==> config.mk <==
export PLATFORM = sky130hd
export DESIGN_NAME = mult_rr_arbiter
export DESIGN_NICKNAME = d
export VERILOG_FILES = /design/src/rtl/mult_rr_arbiter.sv
export SDC_FILE = /design/constraint.sdc
export NUM_CORES = 1
export LEC_CHECK = 0
export ABC_AREA = 1
export CAP_MARGIN = 30
export CELL_PAD_IN_SITES_DETAIL_PLACEMENT = 1
export CELL_PAD_IN_SITES_GLOBAL_PLACEMENT = 1
export CORE_MARGIN = 1.5
export CORE_UTILIZATION = 25
export DETAILED_ROUTE_END_ITERATION = 12
export HOLD_SLACK_MARGIN = 0.12
export PLACE_DENSITY_LB_ADDON = 0.1
export REMOVE_ABC_BUFFERS = 1
export SLEW_MARGIN = 20
export SYNTH_ARGS = -nofsm -noshare
export SYNTH_HDL_FRONTEND = slang
export SYNTH_SLANG_ARGS = --single-unit
export TNS_END_PERCENT = 50
==> constraint.sdc <==
create_clock -name CLK -period 11.9 [get_ports CLK]
set_clock_uncertainty 0.2 [all_clocks]
set_input_delay 2.975 -clock CLK [delete_from_list [all_inputs] [get_ports CLK]]
set_output_delay 2.975 -clock CLK [all_outputs]
set_load 0.01 [all_outputs]
==> src/rtl/mult_rr_arbiter.sv <==
// Round-robin front end sharing one pipelined 32x32->64 multiplier.
// Credit-limited issue feeds an in-order result FIFO tagged by requester.
module mult_rr_arbiter #(
  parameter int NUM_REQ    = 4,
  parameter int MULT_LAT   = 1,
  parameter int FIFO_DEPTH = 4,
  parameter int IDW        = $clog2(NUM_REQ)
) (
  input  logic                  CLK,
  input  logic                  rst,
  input  logic [NUM_REQ-1:0]    req_valid,
  output logic [NUM_REQ-1:0]    req_ready,
  input  logic [32*NUM_REQ-1:0] req_a,
  input  logic [32*NUM_REQ-1:0] req_b,
  output logic [31:0]           mult_a,
  output logic [31:0]           mult_b,
  input  logic [63:0]           mult_c,
  output logic                  resp_valid,
  input  logic                  resp_ready,
  output logic [IDW-1:0]        resp_id,
  output logic [63:0]           resp_data,
  output logic                  busy
);

  localparam int PS  = MULT_LAT + 1;
  localparam int FAW = (FIFO_DEPTH > 1) ? $clog2(FIFO_DEPTH) : 1;
  localparam int FCW = $clog2(FIFO_DEPTH + 1);
  localparam int OCW = $clog2(PS + FIFO_DEPTH + 1);

  logic [IDW-1:0] ptr;
  logic [PS-1:0]  pipe_vld;
  logic [IDW-1:0] pipe_id [PS];

  logic [63:0]    mem_data [FIFO_DEPTH];
  logic [IDW-1:0] mem_id   [FIFO_DEPTH];
  logic [FAW-1:0] wr_ptr;
  logic [FAW-1:0] rd_ptr;
  logic [FCW-1:0] fcnt;

  logic [OCW-1:0] inflight;
  logic [OCW-1:0] outstanding;
  logic           issue_ok;
  logic           gnt_vld;
  logic [IDW-1:0] gnt_id;
  logic [IDW:0]   sum;
  logic [IDW-1:0] cand;
  logic           hs;
  logic [31:0]    sel_a;
  logic [31:0]    sel_b;
  logic           push;
  logic           pop;
  logic           fifo_full;

  always_comb begin
    inflight = '0;
    for (int s = 0; s < PS; s++) begin
      inflight = inflight + OCW'(pipe_vld[s]);
    end
  end

  // A pop in this cycle does not free credit until the next one.
  assign outstanding = inflight + OCW'(fcnt);
  assign issue_ok    = outstanding < OCW'(FIFO_DEPTH);
  assign busy        = outstanding != '0;

  always_comb begin
    gnt_vld = 1'b0;
    gnt_id  = '0;
    sum     = '0;
    cand    = '0;
    for (int k = 1; k <= NUM_REQ; k++) begin
      sum = {1'b0, ptr} + (IDW+1)'(k);
      if (sum >= (IDW+1)'(NUM_REQ)) begin
        sum = sum - (IDW+1)'(NUM_REQ);
      end
      cand = sum[IDW-1:0];
      if (!gnt_vld && req_valid[cand]) begin
        gnt_vld = 1'b1;
        gnt_id  = cand;
      end
    end
  end

  assign hs = gnt_vld & issue_ok;

  assign req_ready = (hs && !rst) ?
                     (NUM_REQ'(1) << gnt_id) : '0;

  always_comb begin
    sel_a = '0;
    sel_b = '0;
    for (int i = 0; i < NUM_REQ; i++) begin
      if (gnt_id == IDW'(i)) begin
        sel_a = req_a[32*i +: 32];
        sel_b = req_b[32*i +: 32];
      end
    end
  end

  always_ff @(posedge CLK or posedge rst) begin
    if (rst) begin
      ptr      <= IDW'(NUM_REQ - 1);
      mult_a   <= '0;
      mult_b   <= '0;
      pipe_vld <= '0;
      for (int s = 0; s < PS; s++) begin
        pipe_id[s] <= '0;
      end
    end else begin
      if (hs) begin
        ptr <= gnt_id;
      end
      mult_a      <= hs ? sel_a : '0;
      mult_b      <= hs ? sel_b : '0;
      pipe_vld[0] <= hs;
      pipe_id[0]  <= hs ? gnt_id : '0;
      for (int s = 1; s < PS; s++) begin
        pipe_vld[s] <= pipe_vld[s-1];
        pipe_id[s]  <= pipe_id[s-1];
      end
    end
  end

  assign push      = pipe_vld[PS-1];
  assign fifo_full = fcnt == FCW'(FIFO_DEPTH);
  assign pop       = resp_valid & resp_ready;

  function automatic logic [FAW-1:0] nxt(input logic [FAW-1:0] p);
    return (p == FAW'(FIFO_DEPTH - 1)) ? '0 : p + 1'b1;
  endfunction

  always_ff @(posedge CLK) begin
    if (push) begin
      mem_data[wr_ptr] <= mult_c;
      mem_id[wr_ptr]   <= pipe_id[PS-1];
    end
  end

  always_ff @(posedge CLK or posedge rst) begin
    if (rst) begin
      wr_ptr <= '0;
      rd_ptr <= '0;
      fcnt   <= '0;
    end else begin
      if (push) begin
        wr_ptr <= nxt(wr_ptr);
      end
      if (pop) begin
        rd_ptr <= nxt(rd_ptr);
      end
      unique case ({push, pop})
        2'b10:   fcnt <= fcnt + 1'b1;
        2'b01:   fcnt <= fcnt - 1'b1;
        default: fcnt <= fcnt;
      endcase
    end
  end

  assign resp_valid = fcnt != '0;
  assign resp_id    = resp_valid ? mem_id[rd_ptr] : '0;
  assign resp_data  = resp_valid ? mem_data[rd_ptr] : '0;

  a_no_overflow: assert property (
    @(posedge CLK) disable iff (rst) !(push && fifo_full)
  );

endmodule

==> metrics.txt, run 1 <==
GR peak layer met2; VDD IR max roughly 0.19 mV; Post-Syn Area around 0.015 mm^2; Clock Tree Root clkbuf_16; # IOs ~460; Placement Cell Area 0.0207 mm^2; GRT Residual Overflow 0; status finished, final reports clean; CP max FO between 50 and 60; post-synthesis instance total 1562; Design Area, Final between 0.02 and 0.025 mm^2; H-tree levels 2; Avg WL per Cell 20.7 um; FP Rows 90; Die Wd 251 um; most common cell after layout, fill and taps aside clkdlybuf4s50_1; Initial Util 0.253; reg2reg end mult_b[5]$_DFF_PP0_; # setup viols final 0; FF-to-FF path depth 13; Startpoint Class input port; FF-to-FF Start ptr[0]$_DFFE_PP1P_; clock sink count about 340; 1st-pass router iterations 5; clock latency on the worst-skew pair approximately 550 ps; FF+latch count, synth roughly 340; die area about 0.063 mm^2; r2r setup slk 8170 ps; clock slew at reported path FFs roughly 60 ps; gr usage total 0.183; Die Y about 250 um; max-cap viol count 0; fraction of layout cells with a size suffix above 1 0.0550; Hold Fails Final Rpt 0; commonest non-fill, non-tap cells in the layout clkdlybuf4s50_1 (462), nor2_1 (300), edfxtp_1 (264); Avg Cell Area, Syn ~9.8 um^2; DP Cell Count around 2700; Hold Startpoint pipe_id[2]$_DFF_PP0_; Worst EP required approximately 8700 ps; Setup CP Type input port to primary output; detailed placement HPWL around 40 mm; CTS tree built; CP Launch Point req_valid[2]; Placer Congestion 0.865; P_leak 8.48 nW; Netlist cell types 31; f_max roughly 110 MHz; Worst Setup End Kind primary output; # hold bufs at CTS 0; worst setup path end req_ready[3]; DRC viols 0; fill count between 6000 and 7000; M1 GR Usage 0.216; Slowest-stage cell, CP clkdlybuf4s50_1; final wirelength around 58 mm; initial antenna violation count 17; Synth warnings 0; pin count of the biggest net entering global routing 95; Yosys top cell area share 0.517; Core ar. 0.0605 mm^2; Seq/Total Area, Yosys 0.646; first-pass GRT wire length between 80 and 90 mm; Relative slew margins 0.352; 1st-iter DRT viols about 450; Design Power 0.00646 W; vias per cell 4.48; RSZ-0062 raised after global routing false; Area Growth Syn to Fin 43.5%; max incr delay on CP 550 ps; Hold Path Class flop to flop; GRT met3 Usage 0.0678; Final ANT Viol Nets 0; PwrDens around 290 mW/mm^2; Num CTS Buffers 41; via count between 10000 and 15000; Cell Chain, Critical Path clkdlybuf4s50_1, nand2_1, nand2_1, nand2_1, nand2_1, a21oi_2, nand3_2, nand2_4, nand2_4, nor2_1, clkdlybuf4s50_1; setup TNS 0 ps; most frequent CP cell nand2_1; top post-synthesis cells by area edfxtp_1 (52%), dfrtp_1 (13%), nor2_1 (7.3%); CTS resizes 0; CTS max path bufs 3; Slew @ Worst Pin between 900 and 1000 ps; Critical Path AT between 5000 and 6000 ps; Worst Hold Slack between 100 and 150 ps; vias in the first global route 13300; fin crit share 0.741; final max-slew violation count 0; post-synth top area cell edfxtp_1; met2 GRT Util 0.315; Non-Filler Instances 2808; final worst path period need between 8000 and 9000 ps; PortBufs 462; buffer count from post-CTS setup fixing 0; final net count approximately 2300
[routing by layer]
metal / share of wire / wire [um]
met1: 0.41 / 23600
met2: 0.49 / 28500
met3: 0.083 / 4850
met4: 0.019 / 1080
met5: 0.0020 / 115
[per-stage QoR]
stage | setup WS, ps | utilization
after floorplan | 3360 | -
after global placement | 3100 | 0.342
after detailed placement | 3010 | 0.342
after CTS | 3010 | 0.363
after global routing | 2890 | 0.364
final | 3090 | 0.364
[registers in the layout, summed over array words and instances (netlist names)]
register / count
mem_data: 256
mem_id: 8
ptr: 2
fcnt: 3
pipe_vld: 2
mult_a: 32
mult_b: 32
wr_ptr: 2
pipe_id: 4
rd_ptr: 2
[how the worst min path moves through the flow]
stage	depth (start not counted)	slack (ps)	endpoint
after global placement	0	140	pipe_id[1]$_DFF_PP0_
final	0	150	pipe_id[0]$_DFF_PP0_
after global routing	0	170	pipe_id[1]$_DFF_PP0_
after CTS	0	150	pipe_id[0]$_DFF_PP0_
after detailed placement	0	140	pipe_id[0]$_DFF_PP0_
after floorplan	0	130	pipe_id[0]$_DFF_PP0_
[power by group]
part	internal, W	switching [W]
clock network	0.000704	0.000511
logic	0.00126	0.00216
registers	0.00169	0.000136
[critical path, delay by kind of cell]
| family | cells | cell delay, ps |
|---|---|---|
| buffers and inverters | 2 | 1030 |
| AND/OR/NAND/NOR | 8 | 1460 |
| AO/OA/AOI/OAI | 1 | 150 |
[cell usage after synthesis]
cell      count
xnor2_1       3
a21boi_1      1
fa_1          2
nand4_1       1
buf_4         3
inv_1       124
edfxtp_1    264
nand2_2       3
inv_2         7
o21ai_1      43
nand3b_1     22
nor2_1      300
ha_1          7
dfstp_2       2
nor2_2        2
clkbuf_1     49
nor3_1        4
nand2_4       1
buf_2        30
buf_6         3
nand3_2       2
o21bai_1      2
a21oi_1     142
nor2_4        2
or2_2         3
buf_1        12
nand2_1     234
nand3_1      26
o21ai_0     190
dfrtp_1      77
a21oi_2       1
[cell families after synthesis]
logic type      Yosys count  share of synthesized area
flops                   343                      0.646
buf+inv                 228                     0.0605
fa+ha+maj                 9                    0.00833
compound gates          379                      0.124
xor+xnor                  3                    0.00171
simple gates            600                      0.159
[final cells by class]
cell class / count / area [um^2] / area share
flip-flops and latches: 343 / 9910 / 0.451
clock inverters: 20 / 195 / 0.00888
inverters: 131 / 499 / 0.0227
multi-input cells: 991 / 4500 / 0.205
well taps: 782 / 978 / 0.0445
clock buffers: 53 / 1100 / 0.0501
repair buffers: 482 / 4790 / 0.218
diodes: 6 / 15.0 / 0.000683
No activity file was read; power rests on OpenSTA's default activity.
==> run 2: changes to the inputs <==
==> constraint.sdc (replaced) <==
create_clock -name CLK -period 9 [get_ports CLK]
set_clock_uncertainty 0.2 [all_clocks]
set_input_delay 2.25 -clock CLK [delete_from_list [all_inputs] [get_ports CLK]]
set_output_delay 2.25 -clock CLK [all_outputs]
set_load 0.01 [all_outputs]
==> run 2 against run 1 <==
Compared with the run above:
- sequential share of layout area down 0.28 points
- die area did not move
- clock power is 35% higher
- combinational power is 35% higher
- critical path type unchanged
- critical endpoint is now req_ready[1]
==> metrics.txt, run 2 (synthesized netlist as in run 1, its figures left out) <==
status finished, final reports clean; FP Rows 90 (unchanged); H-tree levels 2 (unchanged); DP Cell Count 2731 (+0.073%); Clock Tree Root clkbuf_16; Startpoint Class input port; Largest register FFs 256 (unchanged); # IOs 463 (unchanged); most common cell after layout, fill and taps aside clkdlybuf4s50_1; fin crit share 0.812; Num CTS Buffers 41 (unchanged); PwrDens 392 mW/mm^2 (+33%); fraction of layout cells with a size suffix above 1 0.0558 (+0.000824); final max-slew violation count 0 (unchanged); Slowest-stage cell, CP clkdlybuf4s50_1; final wirelength 58.5 mm (+0.63%); Hold Path Class flop to flop; GR peak layer met2; Cell Chain, Critical Path clkdlybuf4s50_1, inv_1, nand2_1, o21ai_1, nor2_1, nor2_1, nand3_1, nand2_1, inv_2, nand2_1, nor3_1, clkdlybuf4s50_1; CTS resizes 0 (unchanged); initial antenna violation count 18 (+1); RSZ-0062 raised after global routing false; final worst path period need approximately 7300 ps; Final ANT Viol Nets 0 (unchanged); PortBufs 462 (unchanged); Largest Register mem_data; M1 GR Usage 0.218 (+0.00250); Initial Util 0.253 (unchanged); Critical Path AT 4860 ps (-780 ps); Largest regs mem_data x256, mult_a x32, mult_b x32; commonest non-fill, non-tap cells in the layout clkdlybuf4s50_1 (462), nor2_1 (300), edfxtp_1 (264); # setup viols final 0 (unchanged); setup TNS 0 ps (unchanged); CTS max path bufs 3 (unchanged); gr usage total 0.183 (about the same); via count 12800 (+1.5%); CTS tree built; clock sink count 343 (unchanged); Non-Filler Instances 2815 (+0.25%); CP max FO 6 (-90%); Die Wd 251 um (unchanged); Die Y 251 um (unchanged); Placer Congestion 0.821 (-5.1%); vias in the first global route 13300 (-0.55%); GRT Residual Overflow 0 (unchanged); Worst Setup End Kind primary output; first-pass GRT wire length 85.6 mm (about the same); met2 GRT Util 0.316 (+0.00159); die area 0.0628 mm^2 (unchanged); max-cap viol count 0 (unchanged); P_leak 8.55 nW (+0.76%); VDD IR max 0.275 mV (+45%); Core ar. 0.0605 mm^2 (unchanged); Avg WL per Cell 20.8 um (+0.38%); Hold Fails Final Rpt 0 (unchanged); 1st-pass router iterations 4 (-1); final net count 2329 (+0.13%); r2r setup slk 5220 ps (-2950 ps); Setup CP Type input port to primary output; max incr delay on CP 620 ps (+70 ps); detailed placement HPWL 39.9 mm (+0.46%); buffer count from post-CTS setup fixing 0 (unchanged); Area Growth Syn to Fin 44.4%; clock slew at reported path FFs 50 ps (about the same); Slew @ Worst Pin 891 ps (-80.9 ps); pin count of the biggest net entering global routing 70 (-26%); 1st-iter DRT viols 440 (-3.1%); Worst EP required 6550 ps (-2180 ps); DRC viols 0 (unchanged); # hold bufs at CTS 0 (unchanged); f_max between 100 and 150 MHz; most frequent CP cell nand2_1; vias per cell 4.53 (+1.2%); GRT met3 Usage 0.0645 (-0.00322); Relative slew margins 0.406 (+0.0540); clock latency on the worst-skew pair 550 ps (about the same); fill count 6840 (+1.2%)
[run 2: routing by layer]
| metal | wire (um) | vias up | share of wire |
|---|---|---|---|
| li1 | - | 6095 | - |
| met1 | 24100 | 6252 | 0.41 |
| met2 | 28800 | 331 | 0.49 |
| met3 | 4590 | 68 | 0.078 |
| met4 | 858 | 18 | 0.015 |
| met5 | 126 | - | 0.0022 |
[run 2: final timing paths]
path | start | depth (start not counted) | endpoint
setup / recovery | req_valid[3] | 12 | req_ready[1]
setup reg to reg | ptr[0]$_DFFE_PP1P_ | 16 | mult_b[5]$_DFF_PP0_
min in group asynchronous | rst | 2 | mult_a[17]$_DFF_PP0_
hold reg to reg | pipe_id[3]$_DFF_PP0_ | 0 | pipe_id[1]$_DFF_PP0_
hold / removal | pipe_id[3]$_DFF_PP0_ | 0 | pipe_id[1]$_DFF_PP0_
max in group asynchronous | rst | 3 | mult_b[31]$_DFF_PP0_
[run 2: cell type report]
type / count / area (um^2) / share of cell area
Antenna cell: 7 / 17.5 / 0.000792
Timing Repair Buffer: 485 / 4880 / 0.221
Inverter: 131 / 499 / 0.0226
Sequential cell: 343 / 9910 / 0.448
Multi-Input combinational cell: 991 / 4500 / 0.203
Clock inverter: 27 / 258 / 0.0116
Tap cell: 782 / 978 / 0.0442
Clock buffer: 49 / 1080 / 0.0487
[run 2: critical path: cells and delay by family]
| kind | cells | cell delay, ps |
|---|---|---|
| buffers and inverters | 4 | 1330 |
| and+or+nand+nor | 7 | 1190 |
| AOI/OAI and AO/OA | 1 | 80 |
[run 2: report_power, final]
part	internal (W)	total (W)	switching [W]
registers	0.00223	0.00239	0.000156
logic	0.00172	0.00463	0.00291
clock network	0.000974	0.00165	0.000679
[run 2: through the flow]
step | power [W] | util | area [um^2] | setup slack, ps | hold WS, ps
4_1_cts | 0.00887 | 0.365 | 22100 | 1700 | 151
2_1_floorplan | 0.00488 | - | 14900 | 1670 | 131
5_1_grt | 0.00938 | 0.366 | 22100 | 1510 | 153
6_report | 0.00867 | 0.366 | 22100 | 1690 | 149
3_3_place_gp | 0.00704 | 0.342 | 20700 | 1820 | 132
3_5_place_dp | 0.00717 | 0.343 | 20800 | 1730 | 138
==> run 3: changes to the inputs <==
==> constraint.sdc (replaced) <==
create_clock -name CLK -period 5.85 [get_ports CLK]
set_clock_uncertainty 0.2 [all_clocks]
set_input_delay 1.4625 -clock CLK [delete_from_list [all_inputs] [get_ports CLK]]
set_output_delay 1.4625 -clock CLK [all_outputs]
set_load 0.01 [all_outputs]
==> run 3 against run 2 <==
Compared with the run above:
- setup slack got worse by 1400 ps
- cell area fell by 0.36%
- hold slack better by 6.6 ps
- first-iteration DRC count grew 3.2%
- largest power group unchanged
- register-to-register slack worse by 3100 ps
- combinational power increased by 56%
- critical path type unchanged
- largest cell class unchanged
==> metrics.txt, run 3 (synthesized netlist as in run 1, its figures left out) <==
status finished, final reports clean; Design Power 0.0132 W (+52%); first-pass GRT wire length 87.4 mm (+2.0%); clock slew at reported path FFs 50 ps (about the same); Slew @ Worst Pin 927 ps (+36.3 ps); P_leak 8.52 nW (-0.32%); RSZ-0062 raised after global routing false; Non-Filler Instances 2819 (+0.14%); multi-input logic area 0.00451 mm^2 (+0.14%); Die Y 251 um (unchanged); final worst path period need 5580 ps; H-tree levels 2 (unchanged); initial antenna violation count 20 (+2); DP Cell Count 2741 (+0.37%); # hold bufs at CTS 0 (unchanged); CTS tree built; # IOs 463 (unchanged); commonest non-fill, non-tap cells in the layout clkdlybuf4s50_1 (462), nor2_1 (300), edfxtp_1 (264); Setup CP Type input port to primary output; Top Family by Delay on Critical Path buffers and inverters; max incr delay on CP 590 ps (-30 ps); FP Rows 90 (unchanged); final wirelength 59.0 mm (+0.83%); most common cell after layout, fill and taps aside clkdlybuf4s50_1; Initial Util 0.253 (unchanged); Seq. cell area 0.00991 mm^2 (unchanged); CP bufs+invs 4 (unchanged); Slowest-stage cell, CP clkdlybuf4s50_1; pin count of the biggest net entering global routing 79 (+13%); DRC viols 0 (unchanged); VDD IR max 0.603 mV (+120%); most frequent CP cell nand2_1; # setup viols final 0 (unchanged); Hold Fails Final Rpt 0 (unchanged); GRT Residual Overflow 0 (unchanged); Worst Setup End Kind primary output; Critical Path AT 3920 ps (-940 ps); max-cap viol count 0 (unchanged); Die Wd 251 um (unchanged); Core ar. 0.0605 mm^2 (unchanged); Avg WL per Cell 20.9 um (+0.69%); fill count 6773 (-0.98%); Hold Path Class flop to flop; Design Area, Final 0.0220 mm^2 (-0.36%); Placement Cell Area 0.0208 mm^2 (+0.26%); CP max FO 6 (unchanged); PortBufs 462 (unchanged); fraction of layout cells with a size suffix above 1 0.0567 (+0.000903); vias per cell 4.50 (-0.68%); vias in the first global route 13700 (+3.3%); clock sink count 343 (unchanged); Cell Chain, Critical Path clkdlybuf4s50_1, inv_1, nand2_1, o21ai_1, nor2_1, nor2_1, nand3_1, nand2_1, inv_2, nand2_1, nor3_1, clkdlybuf4s50_1; Worst EP required 4190 ps (-2360 ps); die area 0.0628 mm^2 (unchanged); clock latency on the worst-skew pair 550 ps (about the same); f_max ~180 MHz; CP Launch Point req_valid[3]; gr usage total 0.186 (+0.00307); detailed placement HPWL 40.8 mm (+2.4%); Area Growth Syn to Fin 43.8%; FF-to-FF Start ptr[0]$_DFFE_PP1P_; Largest register FFs 256 (unchanged); CTS resizes 0 (unchanged); Final ANT Viol Nets 0 (unchanged); Clock Tree Root clkbuf_16; final net count 2338 (+0.39%); PwrDens 599 mW/mm^2 (+53%); Relative slew margins 0.382 (-0.0242); buffer count from post-CTS setup fixing 0 (unchanged); Placer Congestion 0.851 (+3.8%); 1st-pass router iterations 4 (unchanged); fin crit share 0.954; final max-slew violation count 0 (unchanged); via count 12700 (-0.54%); CTS max path bufs 3 (unchanged); 1st-iter DRT viols 454 (+3.2%); Hold Startpoint pipe_id[3]$_DFF_PP0_; Largest regs mem_data x256, mult_a x32, mult_b x32; Largest Register mem_data; Startpoint Class input port; Num CTS Buffers 41 (unchanged)
## run 3: cell count changes in the layout (fill, tap and decap cells not counted), sizes merged
cell,previous run,this run
inv,126,125
clkbuf,49,53
bufinv,4,1
clkinv,25,19
diode,7,8
buf,23,32
## run 3: per-layer routing
layer	global-route usage	up-vias	wire length, um
li1	-	6097	-
met1	0.221	6158	24500
met2	0.315	351	28600
met3	0.0671	73	4780
met4	0.0519	16	1010
met5	0	-	104
## run 3: worst register-to-register path, delay by kind of cell (launching register included)
| kind | cells | cell delay, ps |
|---|---|---|
| simple gates | 11 | 1220 |
| buf+inv | 4 | 1350 |
| compound gates | 1 | 160 |
| flops | 1 | 670 |
## run 3: path summary, 6_finish.rpt
| path | endpoint | depth (start not counted) | slack (ps) |
|---|---|---|---|
| hold / removal | pipe_id[1]$_DFF_PP0_ | 0 | 160 |
| setup / recovery | req_ready[1] | 12 | 270 |
| hold reg to reg | pipe_id[1]$_DFF_PP0_ | 0 | 160 |
| max in group asynchronous | mult_b[8]$_DFF_PP0_ | 4 | 3170 |
| min in group asynchronous | mult_a[17]$_DFF_PP0_ | 3 | 1150 |
| setup reg to reg | mult_a[18]$_DFF_PP0_ | 16 | 2120 |
## run 3: cell type report
| class | count | share of cell area |
|---|---|---|
| antenna | 8 | 0.000908 |
| clock buffer | 53 | 0.0500 |
| clock inverter | 17 | 0.00528 |
| inverter | 131 | 0.0226 |
| multi-input combinational | 991 | 0.204 |
| sequential | 343 | 0.450 |
| tap | 782 | 0.0444 |
| timing repair buffer | 494 | 0.223 |
## run 3: per-stage QoR
step	setup WS, ps	util	hold WS [ps]	TNS, ps
6_report	268	0.365	156	0
5_1_grt	2.26	0.364	179	0
4_1_cts	232	0.364	159	0
3_5_place_dp	251	0.344	146	0
3_3_place_gp	375	0.343	134	0
2_1_floorplan	-690	-	131	-42830
## run 3: power by group
part	switching (W)	internal (W)	leakage, nW	total (W)
combinational	0.00456	0.00265	4.51	0.00720
sequential	0.000197	0.00343	3.43	0.00363
clock	0.00101	0.00137	0.582	0.00237
